### src/rtl/kl8e_tty.sv
// KL8E-compatible console teletype controller: keyboard/printer IOT
// decode, keyboard buffer and flag, printer flag, UART tx handshake.
module kl8e_tty #(
    parameter logic [5:0] KBD_DEV  = 6'o03,
    parameter logic [5:0] TTY_DEV  = 6'o04,
    parameter logic       KBD_BIT7 = 1'b1
) (
    input  logic        CLK,
    input  logic        RESET_N,
    input  logic        iotStb,
    input  logic [5:0]  iotDev,
    input  logic [2:0]  iotOp,
    input  logic [11:0] acIn,
    output logic [11:0] acOut,
    output logic        acClr,
    output logic        skip,
    output logic        irq,
    output logic [7:0]  txData,
    output logic        txStb,
    input  logic        txRdy,
    input  logic [7:0]  rxData,
    input  logic        rxRdy,
    output logic        rxAck
);

    typedef enum logic [1:0] {IDLE, SEND, WAITLO, WAITHI} tx_state_e;

    tx_state_e  state_q, state_d;
    logic       kbd_flag_q, kbd_flag_d;
    logic       tty_flag_q, tty_flag_d;
    logic       queued_q, queued_d;
    logic [7:0] kbd_buf_q, kbd_buf_d;
    logic [7:0] hold_q, hold_d;
    logic       ie_q, ie_d;
    logic       rx_hist_q;
    logic       rx_ack_q;

    logic kbd_sel, tty_sel;
    logic kbd_clr, ie_wr, tty_set_iot, tty_clr, send_req;
    logic rx_arrive, tx_done;

    // Only the low byte of AC is ever transmitted or used for IE.
    logic unused_ac;
    assign unused_ac = ^acIn[11:8];

    assign rx_arrive = rxRdy & ~rx_hist_q;

    // IOT decode and combinational AC/skip response.
    always_comb begin
        acOut       = '0;
        acClr       = 1'b0;
        skip        = 1'b0;
        kbd_clr     = 1'b0;
        ie_wr       = 1'b0;
        tty_set_iot = 1'b0;
        tty_clr     = 1'b0;
        send_req    = 1'b0;
        kbd_sel     = RESET_N & iotStb & (iotDev == KBD_DEV);
        tty_sel     = RESET_N & iotStb & (iotDev == TTY_DEV);
        if (kbd_sel) begin
            case (iotOp)
                3'd0: kbd_clr = 1'b1;
                3'd1: skip = kbd_flag_q;
                3'd2: begin acClr = 1'b1; kbd_clr = 1'b1; end
                3'd4: acOut = {4'b0, kbd_buf_q};
                3'd5: ie_wr = 1'b1;
                3'd6: begin acClr = 1'b1; acOut = {4'b0, kbd_buf_q}; kbd_clr = 1'b1; end
                default: ;
            endcase
        end
        if (tty_sel) begin
            case (iotOp)
                3'd0: tty_set_iot = 1'b1;
                3'd1: skip = tty_flag_q;
                3'd2: tty_clr = 1'b1;
                3'd4: send_req = 1'b1;
                3'd5: skip = kbd_flag_q | tty_flag_q;
                3'd6: begin tty_clr = 1'b1; send_req = 1'b1; end
                default: ;
            endcase
        end
    end

    // Transmit sequencer next-state and strobe.
    always_comb begin
        state_d  = state_q;
        queued_d = queued_q;
        txStb    = 1'b0;
        tx_done  = 1'b0;
        if (send_req && state_q != IDLE) queued_d = 1'b1;
        case (state_q)
            IDLE:   if (send_req) state_d = SEND;
            SEND:   if (txRdy) begin
                        txStb   = 1'b1;
                        state_d = WAITLO;
                    end
            WAITLO: if (!txRdy) state_d = WAITHI;
            WAITHI: if (txRdy) begin
                        // A send request landing on the completion cycle counts as queued.
                        if (queued_q || send_req) begin
                            state_d  = SEND;
                            queued_d = 1'b0;
                        end else begin
                            state_d = IDLE;
                            tx_done = 1'b1;
                        end
                    end
            default: state_d = IDLE;
        endcase
    end

    // Flag, buffer and enable next-state; hardware events override IOT clears.
    always_comb begin
        kbd_flag_d = kbd_flag_q;
        kbd_buf_d  = kbd_buf_q;
        tty_flag_d = tty_flag_q;
        hold_d     = hold_q;
        ie_d       = ie_q;
        if (kbd_clr) kbd_flag_d = 1'b0;
        if (rx_arrive) begin
            kbd_flag_d = 1'b1;
            kbd_buf_d  = {KBD_BIT7 | rxData[7], rxData[6:0]};
        end
        if (tty_set_iot) tty_flag_d = 1'b1;
        if (tty_clr)     tty_flag_d = 1'b0;
        if (tx_done)     tty_flag_d = 1'b1;
        if (send_req)    hold_d = acIn[7:0];
        if (ie_wr)       ie_d = acIn[0];
    end

    // State registers.
    always_ff @(posedge CLK or negedge RESET_N) begin
        if (!RESET_N) begin
            state_q    <= IDLE;
            kbd_flag_q <= 1'b0;
            tty_flag_q <= 1'b0;
            queued_q   <= 1'b0;
            kbd_buf_q  <= '0;
            hold_q     <= '0;
            ie_q       <= 1'b1;
            rx_hist_q  <= 1'b0;
            rx_ack_q   <= 1'b0;
        end else begin
            state_q    <= state_d;
            kbd_flag_q <= kbd_flag_d;
            tty_flag_q <= tty_flag_d;
            queued_q   <= queued_d;
            kbd_buf_q  <= kbd_buf_d;
            hold_q     <= hold_d;
            ie_q       <= ie_d;
            rx_hist_q  <= rxRdy;
            rx_ack_q   <= rx_arrive;
        end
    end

    assign irq    = ie_q & (kbd_flag_q | tty_flag_q);
    assign txData = hold_q;
    assign rxAck  = rx_ack_q;

endmodule

### config.mk
export PLATFORM = sky130hd
export DESIGN_NAME = kl8e_tty
export DESIGN_NICKNAME = d
export VERILOG_FILES = /design/src/rtl/kl8e_tty.sv
export SDC_FILE = /design/constraint.sdc
export NUM_CORES = 1
export LEC_CHECK = 0
export BUFFER_PORTS_ARGS = -buffer_cell sky130_fd_sc_hd__buf_4
export CORE_MARGIN = 2
export CORE_UTILIZATION = 40
export DETAILED_ROUTE_END_ITERATION = 12
export PLACE_DENSITY = 0.76
export REMOVE_ABC_BUFFERS = 1
export SLEW_MARGIN = 15
export SYNTH_ARGS = -nofsm -noshare
export SYNTH_HDL_FRONTEND = slang
export SYNTH_SLANG_ARGS = --single-unit
### constraint.sdc
create_clock -name CLK -period 1.4 [get_ports CLK]
set_input_delay 0.28 -clock CLK [delete_from_list [all_inputs] [get_ports CLK]]
set_output_delay 0.28 -clock CLK [all_outputs]
set_load 0.005 [all_outputs]
==> results.tsv, run 1 <==
metric	value	unit
Final Hold Viols	0	
cell family with the largest share of critical-path delay	buffers and inverters	
iteration count of the initial detailed-routing pass	4	
Reg power frac	41.1	%
Max H-tree Level	1	
Layout fillers	250	
worst endpoint data arrival time	1370	ps
pin count of the biggest net entering global routing	25	
Final min period	1650	ps
final net count	215	
status	complete, but fails checks	
Multi-input gate area	707	um^2
first-pass GRT wire length	4.77	mm
sequential area share after synthesis	48.3	%
clock group share of total power	14.6	%
Die Span Y	59.8	um
Int Pwr	1.43	mW
final core utilization	64.8	%
DRT Wirelength	2.99	mm
Worst Path Buf+Inv	3	
Fin Setup TNS	-1720	ps
Worst Path Max Fanout	2	
initial antenna violation count	0	
post-synthesis register bit count	24	
FP Rows	20	
combinational fraction of design power	44.3	%
DR vias/cell	5.11	
Critical Path RT	1120	ps
clock latency on the worst-skew pair	300	ps
Post-synth EDFFs	0	
max capacitance violation total	0	
post-route ant nets	0	
CP max-delay cell	a2111oi_4	
DR iter-0 viols	36	
Final setup viols	12	
critical path launch point type	input pin	
core area	3000	um^2
fraction of registers with async set/reset	100	%
Port Buffers	49	
dominant synthesized flop cell	dfrtp_1	
Setup Crit Path Kind	input pin to output port	
cell chain of the critical path	buf_6 > nor4b_4 > buf_4 > nand2_4 > a2111oi_4 > buf_4	
clk slew on worst S/H paths	130	ps
die span in x	59.8	um
gp weighted congestion	0.841	
register area	604	um^2
sw power	680	uW
vias in the first global route	1138	
Synth cell types	32	
area grow syn2layout	56.2	%
Fmax achieved	604	MHz
HP Class	input pin to flip-flop	
Cell Area, Synth	1250	um^2
IO Pins	59	
Final Max Slew Viols	0	
total track usage	17.7	%
CTS root buffer	clkbuf_4	
layout cells sized above 1	64.8	%
VDD IR-drop max	0.520	mV
sw frac	32.1	%
DPL Wire Length	2.23	mm
Num CTS Buffers	3	
CP Capture Type	output port	
yosys warns	0	
RSZ-0062 raised after global routing	true	
post-synth top area cell	dfrtp_1	
synthesized instance count	105	
clock skew	0.495	ps
cell mode on critical path	buf_4	
top cell type's share of synthesized area	46.2	%
setup ws final	-255	ps
top cells by area, synth	dfrtp_1, mux2_2, and3_1	
violated checks	negative setup slack	
Routed WL per cell	14.3	um
cell area power density	1090	nW/um^2
CTS tree	yes	
Final Cycle Share	118	%
clock tree buffer depth	2	
Diodes inserted	0	
CP max stage delay	330	ps
vias	1069	
DRC viols	0	
initial core utilization	41.5	%
Die ar.	3580	um^2
Syn Area/Cell	11.9	um^2
Lkg Pwr	0.966	nW
CTS sink cnt	24	
total grt overflow	0	
## power by group through the flow
stage | Sequential (mW) | Clock [mW] | Combinational (mW)
6_report | 0.869 | 0.309 | 0.937
3_5_place_dp | 0.855 | 0 | 0.560
4_1_cts | 0.852 | 0.326 | 0.852
2_1_floorplan | 0.835 | 0 | 0.299
3_3_place_gp | 0.845 | 0 | 0.531
5_1_grt | 0.881 | 0.355 | 1.01
## synthesized netlist by cell type, drive strengths merged, types with 3 or more instances
cell type,n
o21ai,7
and2,3
inv,5
nor2,6
mux2,17
o21a,3
nand2,3
buf,4
and3,9
dfrtp,23
ha,4
## registers in the layout, indices dropped and copies added (netlist names)
name	cells
rxAck	1
txData	8
tty_flag_q	1
rx_hist_q	1
queued_q	1
ie_q	1
kbd_buf_q	8
state_q	2
kbd_flag_q	1
## layout make-up
cell class | instances | share of cell area (%)
clock buffers | 4 | 1.35
inverters | 5 | 1.09
multi-input cells | 73 | 36.3
flip-flops and latches | 24 | 31.0
well taps | 33 | 2.12
repair buffers | 70 | 28.1
## worst register-to-register path: stages (launching register included)
cell	delay (ps)
dfrtp_2	500
ha_4	190
buf_6	110
nor2_4	100
o21ai_4	90
a21oi_2	140
mux2_4	310
## cell families after synthesis
| group | Yosys count | share of synthesized area [%] |
|---|---|---|
| simple gates | 32 | 18.6 |
| flops | 24 | 48.3 |
| mux | 17 | 15.4 |
| compound gates | 16 | 8.94 |
| buf+inv | 11 | 4.52 |
| fa+ha+maj | 4 | 4.02 |
| other cells | 1 | 0.301 |
## per-stage QoR
stage | worst slack, ps | instance area, um^2 | std cells | hold WS [ps] | power (mW)
3_5_place_dp | -337 | 1730 | 198 | 298 | 1.41
4_1_cts | -322 | 1910 | 208 | 61.4 | 2.03
2_1_floorplan | -98.9 | 1220 | 102 | -15.6 | 1.13
5_1_grt | -338 | 1950 | 209 | 50.1 | 2.24
3_3_place_gp | -292 | 1730 | 198 | 294 | 1.38
6_report | -255 | 1950 | 209 | 73.8 | 2.11
## worst paths after layout
path | slack [ps] | start | endpoint | depth (start not counted)
setup / recovery | -250 | iotDev[0] | skip | 6
hold / removal | 70 | rxRdy | rx_hist_q | 1
setup reg to reg | -130 | state_q[0] | state_q[1] | 6
hold reg to reg | 490 | kbd_buf_q[7] | kbd_buf_q[7] | 1
max in group asynchronous | 630 | RESET_N | ie_q | 3
min in group asynchronous | 480 | RESET_N | kbd_buf_q[0] | 3
## per-layer routing
layer | vias up | GRT usage (%) | part of all wire, %
li1 | 510 | - | -
met1 | 516 | 20.9 | 42
met2 | 39 | 31.1 | 52
met3 | 4 | 3.46 | 4.5
met4 | 0 | 7.30 | 1.1
met5 | - | 0 | 0
## repair_timing
action                                  4_1_cts  5_1_grt
pin swaps                                     7        6
endpoints found under the hold margin        23        0
endpoints found under the setup margin       14       15
hold buffers                                  1        0
setup buffers                                 5        2
gates resized for setup                      25        8
## layout by cell type, fill, tap and decap left out, drive strengths merged
master	instances
or2	1
and3	9
buf	69
dlygate4sd3	1
inv	5
a2111oi	1
clkbuf	4
a311oi	1
nand3	1
dfstp	1
nor2	6
conb	4
a21oi	2
and4bb	1
a221oi	1
nand4b	1
a21o	1
nand4bb	2
mux2	17
nand2	3
o21ai	7
nor2b	1
dfrtp	23
nor3	1
ha	4
and2	3
nor4b	1
o21a	3
nand4	2
Note: power is estimated with default switching activity, not from simulation.
==> inputs of run 2 (changes only) <==
--- a/config.mk
+++ b/config.mk
@@ -9,7 +9,7 @@
 export CORE_MARGIN = 2
 export CORE_UTILIZATION = 40
 export DETAILED_ROUTE_END_ITERATION = 12
-export PLACE_DENSITY = 0.76
+export PLACE_DENSITY = 0.74
 export REMOVE_ABC_BUFFERS = 1
 export SLEW_MARGIN = 15
 export SYNTH_ARGS = -nofsm -noshare
==> constraint.sdc (replaced) <==
create_clock -name CLK -period 2.03 [get_ports CLK]
set_input_delay 0.406 -clock CLK [delete_from_list [all_inputs] [get_ports CLK]]
set_output_delay 0.406 -clock CLK [all_outputs]
set_load 0.005 [all_outputs]
==> run 2 against run 1 <==
Register-to-register slack better by 530 ps. Largest power group is now registers. Sequential cell count stayed put. Via count fell by 5.3%. Clock-buffer cell count shrank 1. Worst setup slack improved by 340 ps. Worst hold slack lost 28 ps. Sequential power decreased by 33%. The run now ends clean. Critical path depth unchanged. Critical endpoint unchanged.
==> results.tsv, run 2 (same netlist as run 1, synthesis figures left out) <==
metric	value	unit	change
status	finished, final reports clean		
clock skew	17.2	ps	+16.7 ps
Most Crowded Layer GR	met2		
Hold WS	46.0	ps	-27.8 ps
iteration count of the initial detailed-routing pass	4		unchanged
worst r2r src	state_q[1]		
final core utilization	57.6	%	-7.3 points
CP Capture Type	output port		
critical path launch point type	input pin		
CTS sink cnt	24		unchanged
FP Rows	20		unchanged
initial antenna violation count	0		unchanged
DPL Wire Length	2.19	mm	-1.8%
Critical Path RT	1620	ps	+500 ps
most frequent cells in the layout	buf_4, dfrtp_1, mux2_2		
core area	3000	um^2	unchanged
VDD IR-drop max	0.431	mV	-17%
IO Pins	59		unchanged
Lkg Pwr	0.887	nW	-8.2%
reg2reg setup slack	400	ps	+530 ps
die span in x	59.8	um	unchanged
post-route design area	1730	um^2	-11%
area grow syn2layout	38.8	%	
most common cell after layout, fill and taps aside	buf_4		
CP max-delay cell	a2111oi_2		
Fmax achieved	515	MHz	
Max H-tree Level	1		unchanged
Post-DP Area	1670	um^2	-3.9%
Reg-to-Reg End	state_q[1]		
layout cells sized above 1	52.2	%	-13 points
Routed WL per cell	14.1	um	-1.5%
Port Buffers	49		unchanged
Worst Path Max Fanout	2		unchanged
total track usage	16.6	%	-1.0 points
M2 GR Usage	28.6	%	-2.5 points
DRT Wirelength	2.74	mm	-8.6%
Final Max Slew Viols	0		unchanged
CP max stage delay	350	ps	+20 ps
Final setup viols	0		-12
Die Span Y	59.8	um	unchanged
HP Class	input pin to async pin		
Fin Setup TNS	0	ps	+1720 ps
gp weighted congestion	0.820		-2.5%
vias	1012		-5.3%
Num CTS Buffers	3		unchanged
vias in the first global route	1008		-11%
Setup Crit Path Kind	input pin to output port		
CTS tree	yes		
post-route ant nets	0		unchanged
total grt overflow	0		unchanged
Total Power	1.26	mW	-41%
met3 Use GR	3.46	%	unchanged
worst endpoint data arrival time	1540	ps	+170 ps
clock latency on the worst-skew pair	330	ps	+30 ps
pin count of the biggest net entering global routing	25		unchanged
clock tree buffer depth	2		unchanged
Final Cycle Share	95.7	%	
final net count	200		-7.0%
cell mode on critical path	buf_4		
Die ar.	3580	um^2	unchanged
cell area power density	726	nW/um^2	-33%
reg2reg path depth	6		unchanged
RSZ-0062 raised after global routing	false		
Diodes inserted	0		unchanged
DR iter-0 viols	25		-31%
initial core utilization	41.5	%	unchanged
first-pass GRT wire length	4.40	mm	-7.8%
DRC viols	0		unchanged
cell chain of the critical path	buf_4 > nor4b_4 > buf_4 > nand2_1 > a2111oi_2 > buf_4		
Final min period	1940	ps	
Final Hold Viols	0		unchanged
Layout fillers	257		+2.8%
DR vias/cell	5.22		+2.0%
CTS root buffer	clkbuf_4		
max capacitance violation total	0		unchanged
clk slew on worst S/H paths	140	ps	about the same
met1 GRT Util	20.2	%	-0.66 points
## run 2: changes by cell type in the layout (fill, tap and decap cells not counted), moves of 3 or more
cell / before / now
ha_4: 3 / 0
buf_4: 64 / 55
buf_6: 5 / 0
ha_1: 1 / 4
## run 2: worst max-delay path by stage
| stage | startpoint | to | cells past startpoint |
|---|---|---|---|
| 6_report | iotDev[3] | skip | 6 |
| 2_1_floorplan | iotDev[1] | skip | 4 |
| 3_5_place_dp | iotDev[1] | skip | 6 |
| 4_1_cts | iotDev[1] | skip | 6 |
| 5_1_grt | iotDev[3] | skip | 6 |
| 3_3_place_gp | iotDev[1] | skip | 6 |
## run 2: per-stage QoR
stage               setup WS (ps)  cells
floorplan                     279    102
global placement             56.9    189
detailed placement           45.4    189
CTS                          33.8    193
global route                 16.2    194
finish                       88.0    194
## run 2: power by group
part           internal, mW  total, mW  switching (mW)
Combinational         0.166      0.326           0.160
Clock                 0.200      0.351           0.151
Sequential            0.535      0.579          0.0439
Total                 0.901       1.26           0.355
## run 2: layer usage
metal	up-vias	part of all wire [%]
met1	495	40
met3	4	6.1
li1	480	-
met4	0	1.2
met2	33	52
met5	-	0
## run 2: critical path: cells and delay by family
family | cells | cell delay [ps]
compound gates | 1 | 350
simple gates | 2 | 340
buf+inv | 3 | 430
## run 2: timing repair
| action | in CTS | in global routing |
|---|---|---|
| hold buffers | 0 | 0 |
| setup endpoints to repair | 0 | 1 |
| endpoints found under the hold margin | 0 | 0 |
| gates resized for setup | 0 | 1 |
| buffers inserted | 0 | 1 |
## run 2: area by class of cell
class,instances,area [um^2],area share [%]
clock buffers,3,22.5,1.30
repair buffers,55,413,23.9
inverters,5,18.8,1.09
flip-flops and latches,24,602,34.8
clock inverters,1,30.0,1.74
well taps,33,41.3,2.39
multi-input cells,73,602,34.8
